$ cat src/rtl/pipeline_register_if.sv
// Handshake/data bundle for pipeline_register.
// The master drives the input side; the slave is the register chain.
interface pipeline_register_if #(
  parameter int WIDTH = 8,
  parameter int DEPTH = 4
);
  localparam int CW = $clog2(DEPTH + 1);

  logic             en;
  logic             flush;
  logic             in_valid;
  logic [WIDTH-1:0] in_data;
  logic             out_valid;
  logic [WIDTH-1:0] out_data;
  logic [CW-1:0]    count;

  modport master (
    output en,
    output flush,
    output in_valid,
    output in_data,
    input  out_valid,
    input  out_data,
    input  count
  );

  modport slave (
    input  en,
    input  flush,
    input  in_valid,
    input  in_data,
    output out_valid,
    output out_data,
    output count
  );
endinterface

$ cat src/rtl/pipeline_register.sv
// DEPTH-stage WIDTH-bit register chain with per-stage valid bits,
// stall, flush and an occupancy count.
module pipeline_register #(
  parameter  int WIDTH = 8,
  parameter  int DEPTH = 4,
  localparam int CW    = $clog2(DEPTH + 1)
) (
  input  logic clk,
  input  logic rst,
  pipeline_register_if.slave bus
);

  logic [WIDTH-1:0] data_q [DEPTH];
  logic [WIDTH-1:0] data_d [DEPTH];
  logic [DEPTH-1:0] valid_q;
  logic [DEPTH-1:0] valid_d;
  logic [CW-1:0]    count_q;
  logic [CW-1:0]    count_d;

  always_comb begin
    data_d  = data_q;
    valid_d = valid_q;
    count_d = count_q;
    if (bus.flush) begin
      data_d  = '{default: '0};
      valid_d = '0;
      count_d = '0;
    end else if (bus.en) begin
      for (int i = DEPTH - 1; i >= 1; i--) begin
        data_d[i]  = data_q[i-1];
        valid_d[i] = valid_q[i-1];
      end
      // Invalid slots carry zero data so out_data is 0 when idle.
      data_d[0]  = bus.in_valid ? bus.in_data : '0;
      valid_d[0] = bus.in_valid;
      count_d    = count_q
                 + CW'(bus.in_valid)
                 - CW'(valid_q[DEPTH-1]);
    end
  end

  always_ff @(posedge clk) begin
    if (rst) begin
      data_q  <= '{default: '0};
      valid_q <= '0;
      count_q <= '0;
    end else begin
      data_q  <= data_d;
      valid_q <= valid_d;
      count_q <= count_d;
    end
  end

  assign bus.out_valid = valid_q[DEPTH-1];
  assign bus.out_data  = data_q[DEPTH-1];
  assign bus.count     = count_q;

endmodule

$ cat src/flat_wrapper.sv
// flat-port wrapper written by rule: the top's interface ports become plain ports
module pipeline_register_flat 
#(
  parameter  int WIDTH = 8,
  parameter  int DEPTH = 4,
  localparam int CW    = $clog2(DEPTH + 1)
)
  (clk, rst, bus_en, bus_flush, bus_in_valid, bus_in_data, bus_out_valid, bus_out_data, bus_count);
  pipeline_register_if #(.WIDTH(WIDTH), .DEPTH(DEPTH)) bus_i ();
  input  logic clk;
  input  logic rst;
  input wire logic [$bits(bus_i.en)-1:0] bus_en;
  input wire logic [$bits(bus_i.flush)-1:0] bus_flush;
  input wire logic [$bits(bus_i.in_valid)-1:0] bus_in_valid;
  input wire logic [$bits(bus_i.in_data)-1:0] bus_in_data;
  output wire logic [$bits(bus_i.out_valid)-1:0] bus_out_valid;
  output wire logic [$bits(bus_i.out_data)-1:0] bus_out_data;
  output wire logic [$bits(bus_i.count)-1:0] bus_count;
  assign bus_i.en = bus_en;
  assign bus_i.flush = bus_flush;
  assign bus_i.in_valid = bus_in_valid;
  assign bus_i.in_data = bus_in_data;
  assign bus_out_valid = bus_i.out_valid;
  assign bus_out_data = bus_i.out_data;
  assign bus_count = bus_i.count;
  pipeline_register #(.WIDTH(WIDTH), .DEPTH(DEPTH)) u_core (.clk(clk), .rst(rst), .bus(bus_i));
endmodule
$ cat config.mk
export PLATFORM = sky130hd
export DESIGN_NAME = pipeline_register_flat
export DESIGN_NICKNAME = d
export VERILOG_FILES = /design/src/rtl/pipeline_register_if.sv /design/src/rtl/pipeline_register.sv /design/src/flat_wrapper.sv
export SDC_FILE = /design/constraint.sdc
export NUM_CORES = 1
export LEC_CHECK = 0
export ABC_AREA = 1
export BUFFER_PORTS_ARGS = -buffer_cell sky130_fd_sc_hd__buf_2
export CAP_MARGIN = 20
export CORE_UTILIZATION = 55
export DETAILED_ROUTE_END_ITERATION = 7
export GPL_TIMING_DRIVEN = 0
export PLACE_DENSITY_LB_ADDON = 0.05
export SKIP_LAST_GASP = 1
export SLEW_MARGIN = 20
export SYNTH_ARGS = -nofsm -noshare
export SYNTH_HDL_FRONTEND = slang
export SYNTH_SLANG_ARGS = --single-unit
$ cat constraint.sdc
create_clock -name clk -period 2.2 [get_ports clk]
set_input_delay 0.11 -clock clk [delete_from_list [all_inputs] [get_ports clk]]
set_output_delay 0.11 -clock clk [all_outputs]
set_load 0.03 [all_outputs]
==> flow_summary_export.csv <==
group,metric,value,unit
detailed_routing,drt_iter0_drc,28,
floorplanning,die_h,57.34,um
placed_design,io_buffers,23,
detailed_routing,antenna_left,0,
synthesis,syn_avg_cell_area,8.771,um^2
timing,relSlewSlack,77.23,%
finish,nets,238,
synthesis,synth_compound_area_share,16.12,%
timing,rsz0062_at_grt,"false",
status,status,"complete, but fails checks",
synthesis,synth_top_family_by_area,"simple AND/OR/NAND/NOR gates",
detailed_routing,wl,2.782,mm
clock_tree,cts-buffers-inserted,5,
critical_path,critPathRequiredTime,2.49,ns
synthesis,synthCells,192,
synthesis,syn_area,1684,um^2
global_route,grt_first_pass_wirelength,5.009,mm
floorplanning,initial_utilization,59.53,%
finish,syn2layout_area_growth,13.37,%
critical_path,arrival,2.08,ns
detailed_routing,wire_per_inst,11.00,um
clock_tree,clk_pin_slew,0.11,ns
timing,setup_viol,0,
timing,min_period,1.792,ns
critical_path,critPathCaptureType,"flop",
timing,fin_setup_tns,0,ns
placed_design,gp_congestion,0.7865,
power,leakagePower,0.7128,nW
clock_tree,htreeDepth,2,
clock_tree,cts_resized,0,
synthesis,yosys.area_share.simple,21.99,%
timing,skew,0.003556,ns
global_route,grt_pass1_vias,1179,
global_route,grt_max_degree,12,
finish,final_util,67.49,%
power,power_density,663.2,nW/um^2
floorplanning,io_pins,25,
clock_tree,cts_setup_buffers,0,
floorplanning,rows,19,
timing,worst_slew_pin_slew,0.3415,ns
global_route,grt_use_total,20.11,%
clock_tree,clock_sink_count,39,
synthesis,ys_ff_latch,39,
finish,filler_cell_count,236,
power,peakVddDrop,447.1,uV
critical_path,cp-start-kind,"flop",
status,violations,"DRC",
detailed_routing,drt-pass1-iter-count,6,
synthesis,ys_warn_count,0,
detailed_routing,vias,1254,
finish,antenna_cells,0,
clock_tree,insertion_delay,0.34,ns
clock_tree,cts_hold_buf,0,
finish,layout-drive-gt1-share,40.54,%
global_route,gr-total-overflow,0,
global_route,antenna_found_initial,0,
synthesis,synth_nets,208,
detailed_routing,drc_errors,2,
job,max_cap_viol_count,0,
floorplanning,dieArea,3287,um^2
synthesis,synthAdderAreaFrac,2.675,%
timing,hold_viol_final,0,
clock_tree,cts_root_buffer,"clkbuf_4",
floorplanning,core-area,2829,um^2
critical_path,worst-setup-path-type,"reg2reg",
critical_path,path_max_fanout,3,
detailed_routing,vias_per_cell,4.957,
clock_tree,cts_tree,"done",
synthesis,yosysSeqAreaShare,46.36,%
floorplanning,fp.dieW,57.34,um
timing,fmax,0.5581,GHz
placed_design,place_hpwl,2.043,mm
clock_tree,cts_buffer_depth,2,
synthesis,yosys.area_share.xor_xnor,0,%
synthesis,synth_mux_area_share,0,%
timing,min_period_over_period,81.45,%
synthesis,ys_types,20,
worst_hold_path,hold_class,"in2reg",
timing,slew_viol_final,0,
critical_path,rrSetupSlack,0.41,ns
-- registers in the layout, indices dropped and copies added (netlist names) --
register	cells
u_core.bus.out_data	8
u_core.valid_q	4
u_core.bus.count	3
u_core.data_q	24
-- Yosys cell counts --
| cell type | count | area, um^2 |
|---|---|---|
| nand2_1 | 49 | 183.9 |
| dfxtp_1 | 39 | 780.8 |
| a21oi_1 | 19 | 95.09 |
| a21oi_2 | 19 | 166.4 |
| nand2_2 | 19 | 118.9 |
| buf_4 | 8 | 60.06 |
| nand3_1 | 8 | 40.04 |
| buf_2 | 6 | 30.03 |
| inv_1 | 5 | 18.77 |
| nor2_1 | 4 | 15.01 |
| buf_12 | 3 | 60.06 |
| buf_6 | 3 | 33.78 |
| ha_1 | 2 | 25.02 |
| o21ai_0 | 2 | 10.01 |
| clkbuf_1 | 1 | 3.750 |
| fa_1 | 1 | 20.02 |
| inv_2 | 1 | 3.750 |
| inv_4 | 1 | 6.260 |
| nand4_1 | 1 | 6.260 |
| nor2_2 | 1 | 6.260 |
-- kinds of logic (layout without fill, tap and decap cells) --
logic type,after synthesis,after routing
simple gates,82,82
compound gates,40,40
flops,39,39
buf+inv,28,58
fa+ha+maj,3,3
-- final timing paths --
kind / endpoint / cells after the start / startpoint
max: u_core.bus.count[2]$_SDFFE_PP0P_ / 11 / u_core.bus.count[0]$_SDFFE_PP0P_
max reg2reg: u_core.bus.count[2]$_SDFFE_PP0P_ / 11 / u_core.bus.count[0]$_SDFFE_PP0P_
min: u_core.bus.count[2]$_SDFFE_PP0P_ / 4 / bus_flush
min reg2reg: u_core.data_q[17]$_SDFFE_PP0P_ / 2 / u_core.data_q[17]$_SDFFE_PP0P_
-- power breakdown --
group          internal (mW)  total [mW]  switching [mW]
logic                 0.0405       0.102          0.0611
registers              0.712       0.716         0.00403
clock network          0.234       0.449           0.214
-- per-stage QoR --
stage,power (mW),hold WS (ns),area [um^2],instances,worst slack [ns]
floorplan,0.8076,0.2687,1684,192,0.3296
global placement,0.8307,0.3766,1838,246,0.5532
detailed placement,0.8346,0.3782,1838,246,0.4164
CTS,1.284,0.01006,1909,253,0.4018
global route,1.325,0.01160,1909,253,0.3221
finish,1.266,0.01612,1909,253,0.4082
-- worst max-delay path, stage by stage, from the launching register on --
cell	delay (ns)
dfxtp_1	0.34
inv_1	0.05
ha_1	0.29
inv_1	0.06
ha_1	0.13
inv_1	0.05
fa_1	0.41
nand2_1	0.11
nand2_1	0.06
nor2_1	0.10
nor2_1	0.05
nor2_1	0.08
-- cell type report --
cell class / instances / area (um^2) / share of cell area, %
clock inverter: 1 / 30.03 / 1.573
buffer: 21 / 187.7 / 9.830
inverter: 7 / 28.78 / 1.507
timing repair buffer: 23 / 115.1 / 6.029
sequential: 39 / 780.7 / 40.89
tap: 31 / 38.79 / 2.031
multi-input combinational: 125 / 686.9 / 35.98
clock buffer: 6 / 41.29 / 2.163
-- cell usage in the layout (no fill, tap or decap) --
cell type / Yosys / final
nand4_1: 1 / 1
a21oi_1: 19 / 19
buf_2: 6 / 29
inv_1: 5 / 5
nand3_1: 8 / 8
buf_4: 8 / 8
inv_2: 1 / 1
nand2_1: 49 / 49
clkbuf_1: 1 / 2
nand2_2: 19 / 19
a21oi_2: 19 / 19
nor2_1: 4 / 4
fa_1: 1 / 1
dfxtp_1: 39 / 39
buf_12: 3 / 3
bufinv_16: 0 / 1
o21ai_0: 2 / 2
inv_4: 1 / 1
ha_1: 2 / 2
clkbuf_4: 0 / 5
buf_6: 3 / 3
nor2_2: 1 / 1
-- metal layers --
layer	GRT usage (%)	share of wire, %
met1	24.68	47
met2	31.93	47
met3	6.803	3.6
met4	9.408	2.4
met5	0	0
(Power assumes the default switching activity.)
